===== src/rtl/imem_req.sv =====
// -----------------------------------------------------------------------------
// imem_req : instruction-memory request unit between the fetch register and
//            the decode register. It issues one bus request at a time and
//            delivers the returned word, or a fault, to the fetch stage.
//
// Parameters
//   NOP_INSTR        word presented on raw_instr after reset and on a fault
//
// Ports
//   clk              sole clock, rising edge
//   resetn           asynchronous active-low reset
//   pc, pc_valid     fetch address and its valid flag from the fetch register
//   is_usermode      current privilege is user
//   flush            redirect: abandon the current fetch
//   stall_down       decode register not accepting this cycle
//   ireq_valid/addr  bus address request (held until ireq_ready)
//   ireq_ready       bus accepted the address this cycle
//   iresp_valid/data bus response
//   raw_instr        instruction word to the fetch stage
//   instr_valid      raw_instr / exception_instr valid
//   exception_instr  fetch address fault
//   stall_fetch      fetch register must hold pc
//
// Build option
//   IMEM_USER_ADDR_CHECK_EN  when defined, a user-mode fetch from an address
//                            with pc[31] set faults without a bus request.
// -----------------------------------------------------------------------------
module imem_req #(
   parameter logic [31:0] NOP_INSTR = 32'h0000_0000
) (
   input  logic        clk,
   input  logic        resetn,
   input  logic [31:0] pc,
   input  logic        pc_valid,
   input  logic        is_usermode,
   input  logic        flush,
   input  logic        stall_down,
   output logic        ireq_valid,
   output logic [31:0] ireq_addr,
   input  logic        ireq_ready,
   input  logic        iresp_valid,
   input  logic [31:0] iresp_data,
   output logic [31:0] raw_instr,
   output logic        instr_valid,
   output logic        exception_instr,
   output logic        stall_fetch
);

   typedef enum logic [2:0] {
      S_IDLE,
      S_REQ,
      S_WAIT,
      S_DISCARD,
      S_HOLD
   } state_t;

   state_t      r_state;
   logic        r_flush_pend;
   logic        r_ireq_valid;
   logic [31:0] r_ireq_addr;
   logic [31:0] r_raw_instr;
   logic        r_instr_valid;
   logic        r_exception;
   logic        w_bad_pc;

`ifdef IMEM_USER_ADDR_CHECK_EN
   assign w_bad_pc = (|pc[1:0]) | (is_usermode & pc[31]);
`else
   // Without the user check the privilege level has no effect on fetch.
   logic w_unused_usermode;
   assign w_unused_usermode = is_usermode;
   assign w_bad_pc = |pc[1:0];
`endif

   always_ff @(posedge clk or negedge resetn) begin
      if (!resetn) begin
         r_state       <= S_IDLE;
         r_flush_pend  <= 1'b0;
         r_ireq_valid  <= 1'b0;
         r_ireq_addr   <= '0;
         r_raw_instr   <= NOP_INSTR;
         r_instr_valid <= 1'b0;
         r_exception   <= 1'b0;
      end else begin
         case (r_state)
            S_IDLE: begin
               r_flush_pend <= 1'b0;
               if (pc_valid && !flush) begin
                  if (w_bad_pc) begin
                     r_raw_instr   <= NOP_INSTR;
                     r_exception   <= 1'b1;
                     r_instr_valid <= 1'b1;
                     r_state       <= S_HOLD;
                  end else begin
                     r_ireq_addr  <= pc;
                     r_ireq_valid <= 1'b1;
                     r_state      <= S_REQ;
                  end
               end
            end
            S_REQ: begin
               // The address phase must complete even after a flush; the
               // flush is remembered so the response gets discarded.
               r_flush_pend <= r_flush_pend | flush;
               if (ireq_ready) begin
                  r_ireq_valid <= 1'b0;
                  r_state      <= (flush || r_flush_pend) ? S_DISCARD : S_WAIT;
               end
            end
            S_WAIT: begin
               if (iresp_valid) begin
                  if (flush || r_flush_pend) begin
                     r_flush_pend <= 1'b0;
                     r_state      <= S_IDLE;
                  end else begin
                     r_raw_instr   <= iresp_data;
                     r_exception   <= 1'b0;
                     r_instr_valid <= 1'b1;
                     r_state       <= S_HOLD;
                  end
               end else if (flush) begin
                  r_state <= S_DISCARD;
               end
            end
            S_DISCARD: begin
               if (iresp_valid) begin
                  r_flush_pend <= 1'b0;
                  r_state      <= S_IDLE;
               end
            end
            S_HOLD: begin
               if (flush || !stall_down) begin
                  r_instr_valid <= 1'b0;
                  r_flush_pend  <= 1'b0;
                  r_state       <= S_IDLE;
               end
            end
            default: begin
               r_flush_pend <= 1'b0;
               r_state      <= S_IDLE;
            end
         endcase
      end
   end

   assign ireq_valid      = r_ireq_valid;
   assign ireq_addr       = r_ireq_addr;
   assign raw_instr       = r_raw_instr;
   assign instr_valid     = r_instr_valid;
   assign exception_instr = r_exception;
   assign stall_fetch     = pc_valid & ((r_state != S_HOLD) | stall_down);

endmodule


===== config.mk =====
export PLATFORM = sky130hd
export DESIGN_NAME = imem_req
export DESIGN_NICKNAME = d
export VERILOG_FILES = /design/src/rtl/imem_req.sv
export SDC_FILE = /design/constraint.sdc
export NUM_CORES = 1
export LEC_CHECK = 0
export BUFFER_PORTS_ARGS = -buffer_cell sky130_fd_sc_hd__buf_2
export CORE_MARGIN = 4
export CORE_UTILIZATION = 50
export CTS_BUF_LIST = sky130_fd_sc_hd__clkbuf_16
export CTS_CLUSTER_DIAMETER = 30
export CTS_CLUSTER_SIZE = 16
export DETAILED_ROUTE_END_ITERATION = 10
export GPL_ROUTABILITY_DRIVEN = 0
export MAX_ROUTING_LAYER = met4
export PLACE_DENSITY_LB_ADDON = 0.08
export SYNTH_ARGS = -nofsm -noshare
export SYNTH_HDL_FRONTEND = slang
export SYNTH_SLANG_ARGS = --single-unit

===== constraint.sdc =====
create_clock -name clk -period 3.35 [get_ports clk]
set_input_delay 0.1675 -clock clk [delete_from_list [all_inputs] [get_ports clk]]
set_output_delay 0.1675 -clock clk [all_outputs]
set_load 0.005 [all_outputs]

==> metrics.csv, run 1 <==
metric;value;unit
final-hold-violation-count;0;
p_int;2.47;mW
synth_edf_count;0;
slew_headroom;0.389;
p_leak;2.19;nW
grt_max_degree;41;
r2r-start;r_state[1];
hold_depth;3;
post_cts_buffers;0;
synthTopCellsByArea;dfrtp_1, mux2_4, nand2_1;
grt_pass1_vias;2320;
cts_tree;yes;
synth.most_common_cell;dfrtp_1;
clkPwrFrac;0.304;
die-area;7370;µm²
ys_seq_area_frac;0.586;
rsz0062_at_grt;no;
synthSimpleGateAreaFrac;0.139;
yosys_warnings;0;
synthAdderAreaFrac;0;
drv_cap;0;
crit_fanout;40;
groute.usage.overall;0.207;
start_util;0.515;
switching_share;0.283;
status;finished clean;
vias;2324;
synth_cell_types;33;
setup.worst_path.class;reg2reg;
fin_skew;0.00573;ns
ys_top_cells_by_count;dfrtp_1, nand2_1, mux2_4;
clockBufferDepth;2;
slew_viol_final;0;
core;5890;µm²
crit_path_start_kind;flip-flop;
crit_path_end_kind;flip-flop;
vias_per_cell;4.87;
portBuffers;138;
die_h;85.9;µm
setup_viol;0;
wirelength;6.99;mm
seqPwrFrac;0.394;
area_growth;35.3;%
layout_setup_ws;1.22;ns
worstPathArrival;2.34;ns
die_w;85.9;µm
netlist.area_leader.share;0.586;
clk-insertion-delay-late;0.32;ns
fin_crit_sh;0.636;
wl_per_cell;14.6;µm
synth_compound_area_frac;0.0892;
drt_iter0_markers;95;
rows;28;
worst_ep_required_time;3.56;ns
drive_gt1_frac;0.485;
grt_pass1_wl;11.3;mm
synth_top_family_by_area;multiplexers;
fin_area;4100;µm²
htreeDepth;3;
synth_nets;329;
syn_avg_cell_area;11.8;µm²
grt-ovfl-total;0;
cts_made_buffers;9;
worst_pin_slew;0.917;ns
antenna_found_initial;0;
cts-root-buf;clkbuf_16;
synthFlopType;dfrtp_1;
ir_drop;448;µV
synthMuxAreaShare;0.145;
io_pins;140;
dpl-instance-area;3760;µm²
worstRegToRegCells;4;
postSynth.asyncResetShare;1.00;
dr.pass1.iters;6;
fin_crit;2.13;ns
synth.cell_area;3030;µm²
combPwrFrac;0.302;
synth_seq_cells;71;
drtAntennaViolNets;0;
r2r_end;raw_instr[3];
fmax;469;MHz
hp-start;iresp_data[6];
drc;0;
tns;0;ns
min_delay_worst_endpoint;raw_instr[6];
synth_xor_area_frac;0;
place_ws;1.20;ns
synth_cells;257;
clock_sinks;71;
clkSlewWorstSetupHoldPaths;0.06;ns
n_antenna_cell;0;
dp_hpwl;4.95;mm
yosys.area.top_type;dfrtp_1;
r2r_slack;1.22;ns
hold_path.class;in2reg;
nNetsFinal;469;
p_per_area;841;nW/µm²
switchingPower;0.977;mW
[flip-flops by register name, summed over array words and instances, names as in the netlist]
register         count
r_state              3
raw_instr           32
ireq_addr           32
r_flush_pend         1
exception_instr      1
ireq_valid           1
instr_valid          1
[logic make-up after synthesis]
family / count (synthesis)
flops: 71
buf+inv: 18
simple gates: 92
mux: 30
compound gates: 46
[power by group through the flow]
| stage | clock network [mW] | logic (mW) | registers [mW] |
|---|---|---|---|
| 6_report | 1.05 | 1.04 | 1.36 |
| 5_1_grt | 1.11 | 1.15 | 1.41 |
| 4_1_cts | 1.06 | 1.06 | 1.36 |
| 3_5_place_dp | 0 | 1.05 | 1.37 |
| 3_3_place_gp | 0 | 1.03 | 1.35 |
| 2_1_floorplan | 0 | 0.590 | 1.37 |
[worst max-delay path: stages, from the launching register on]
cell	delay, ns
dfrtp_1	0.56
and2b_1	0.25
o2111ai_4	0.73
buf_4	0.34
o21ai_0	0.11
[worst max path at each step]
stage                     depth (start not counted)             to       start  slack (ns)
final                                             4   raw_instr[3]  r_state[1]        1.22
after global routing                              5  raw_instr[26]  r_state[1]        1.01
after CTS                                         4   raw_instr[3]  r_state[1]        1.21
after detailed placement                          4   raw_instr[3]  r_state[1]        1.20
after global placement                            4   raw_instr[5]  r_state[1]        1.22
after floorplan                                   5  ireq_addr[10]  r_state[1]        1.87
[layout make-up]
class / instances / area (µm²)
sequential: 71 / 1780
multi-input combinational: 168 / 1150
tap: 75 / 93.8
clock inverter: 7 / 105
fill: 482 / 1780
timing repair buffer: 145 / 746
inverter: 2 / 7.51
clock buffer: 9 / 225
[per-stage QoR]
stage / power (mW) / util / instances / hold slack [ns]
global route: 3.67 / 0.697 / 477 / 0.0675
detailed placement: 2.42 / 0.639 / 460 / 0.256
finish: 3.45 / 0.697 / 477 / 0.0649
CTS: 3.49 / 0.697 / 477 / 0.0588
global placement: 2.39 / 0.639 / 460 / 0.239
floorplan: 1.96 / - / 257 / -0.128
[cells in the final DEF, fill, tap and decap left out, drive strengths merged, types with 2 or more instances in the layout]
master and n:
o21ai 34, clkbuf 9, a21oi 5, nand2 68, and2 2, nor3b 2
and2b 2, buf 144, nor2b 4, bufinv 3, nor2 5, dfrtp 71
nor3 4, inv 5, mux2 30
[per-layer routing]
| metal | vias up | global-route usage | routed length, µm | part of all wire |
|---|---|---|---|---|
| met3 | 11 | 0.0557 | 544 | 0.078 |
| met4 | 0 | 0.0820 | 132 | 0.019 |
| met2 | 89 | 0.319 | 3230 | 0.46 |
| met5 | - | - | 0 | 0 |
| met1 | 1084 | 0.263 | 3080 | 0.44 |
| li1 | 1140 | - | - | - |
[repair_timing]
| item | 4_1_cts | 5_1_grt |
|---|---|---|
| endpoints found under the setup margin | 0 | 0 |
| gates resized for setup | 0 | 0 |
| hold endpoints to repair | 28 | 0 |
| hold buffers | 1 | 0 |
No activity file was read; power rests on OpenSTA's default activity.
==> inputs of run 2 (changes only) <==
- CORE_UTILIZATION: 50 -> 42
- clock period: 3.35 -> 1.8 ns (I/O delays scaled with it)
==> run 2 against run 1 <==
Power increased by 87%. Fmax grew 27%. Worst hold slack got worse by 0.061 ns. Cell count increased by 11%. Sequential share of layout area decreased by 3.6 points. Largest cell class unchanged. Critical path depth increased by 1. Routed wire length rose by 3.5%. Flip-flop and latch count unchanged. Clock-buffer cell count unchanged. Clock skew up 0.0052 ns. Via count is 3.4% higher. Global-route usage decreased by 3.5 points.
==> metrics.csv, run 2 (synthesized netlist as in run 1, its figures left out) <==
metric;value;unit
status;finished clean;
r2r_slack;0.12;ns
cts-root-buf;clkbuf_16;
grt_pass1_vias;2359;
drc;0;
layout_setup_ws;0.115;ns
fin_crit;1.68;ns
antenna_found_initial;0;
slew_viol_final;0;
fmax;594;MHz
nNetsFinal;501;
r2r_end;r_state[0];
portBuffers;138;
die_h;92.9;µm
drv_cap;0;
worst_ep_required_time;2.01;ns
core;6910;µm²
dpl-instance-area;3850;µm²
drive_gt1_frac;0.463;
vias_per_cell;4.53;
final_cells;530;
crit_path_end_kind;flip-flop;
place_inst;482;
drtAntennaViolNets;0;
setup.worst_path.class;reg2reg;
die_w;92.9;µm
slew_headroom;0.665;
drt_iter0_markers;50;
wirelength;7.23;mm
hold_path.class;in2reg;
worstPathArrival;1.90;ns
final-hold-violation-count;0;
rows;30;
crit_fanout;6;
grt-ovfl-total;0;
final_cell_mix;buf_2, dfrtp_1, nand2_1, dlygate4sd3_1, mux2_4;
clockBufferDepth;2;
wl_per_cell;13.6;µm
p_per_area;1440;nW/µm²
cts_made_buffers;9;
fin_skew;0.0110;ns
clkSlewWorstSetupHoldPaths;0.06;ns
n_antenna_cell;0;
fin_crit_sh;0.936;
cts_tree;yes;
p_leak;2.34;nW
crit_path_start_kind;flip-flop;
io_pins;140;
worstRegToRegCells;5;
htreeDepth;3;
vias;2402;
fin_area;4480;µm²
die-area;8640;µm²
setup_viol;0;
area_growth;47.9;%
worst_pin_slew;0.502;ns
groute.usage.overall;0.172;
hp-start;iresp_data[6];
hold_depth;3;
grt_max_degree;69;
rsz0062_at_grt;no;
ir_drop;768;µV
clock_sinks;71;
grt_pass1_wl;11.4;mm
clk-insertion-delay-late;0.32;ns
tns;0;ns
dp_hpwl;4.86;mm
place_ws;0.175;ns
start_util;0.439;
dr.pass1.iters;4;
min_delay_worst_endpoint;raw_instr[6];
layout_commonest_cell;buf_2;
r2r-start;r_state[1];
run 2: changes by cell type in the layout (fill, tap and decap cells not counted):
cell / delta
or3b_2: -1
bufinv_16: -1
dfrtp_2: +1
buf_2: -1
buf_12: +4
inv_1: -3
dlygate4sd3_1: +30
clkinv_2: +3
clkinv_4: +1
dfrtp_1: -1
or3b_4: +1
buf_4: -1
run 2: timing repair:
| item | in CTS | in global routing |
|---|---|---|
| hold endpoints to repair | 66 | 1 |
| buffers inserted | 1 | 0 |
| endpoints found under the setup margin | 1 | 1 |
| hold buffers | 30 | 1 |
| gates resized for setup | 1 | 1 |
run 2: area by class of cell:
| class | count | area (µm²) |
|---|---|---|
| Tap cell | 96 | 120 |
| Clock buffer | 9 | 225 |
| Clock inverter | 7 | 87.6 |
| Inverter | 2 | 7.51 |
| Multi-Input combinational cell | 168 | 1150 |
| Sequential cell | 71 | 1780 |
| Fill cell | 616 | 2420 |
| Timing Repair Buffer | 177 | 1110 |
run 2: critical path: stages (launching register included):
cell and delay, ns:
dfrtp_2 0.40, buf_4 0.15, or3_4 0.41, a211oi_2 0.22
a21oi_1 0.07, o41ai_2 0.33
run 2: metrics by stage:
step	power, mW	hold WS, ns	utilization
after floorplan	3.65	-0.206	-
after global placement	4.52	0.0968	0.557
after detailed placement	4.58	0.0956	0.557
after CTS	6.52	0.0000877	0.647
after global routing	6.86	0.000305	0.649
final	6.44	0.00399	0.649
run 2: layer usage:
layer  vias up  global-route usage  wire length (µm)
li1       1204                   -                 -
met1      1113               0.209              3020
met2        76               0.284              3680
met3         9              0.0406               438
met4         0              0.0549                91
met5         -                   -                 0
run 2: power breakdown:
group          total [mW]  leakage (nW)  switching [mW]  internal (mW)
Sequential           2.47         0.920           0.289           2.18
Combinational        2.12          1.26           0.920           1.20
Clock                1.85         0.157           0.643           1.20
run 2: worst max-delay path by stage:
stage	start	slack (ns)	end
floorplan	r_state[1]	0.32	ireq_addr[10]
global placement	r_state[1]	0.22	r_state[0]
detailed placement	r_state[1]	0.17	raw_instr[23]
CTS	r_state[1]	0.008	stall_fetch
global route	r_state[1]	0.008	r_state[0]
finish	r_state[1]	0.12	r_state[0]
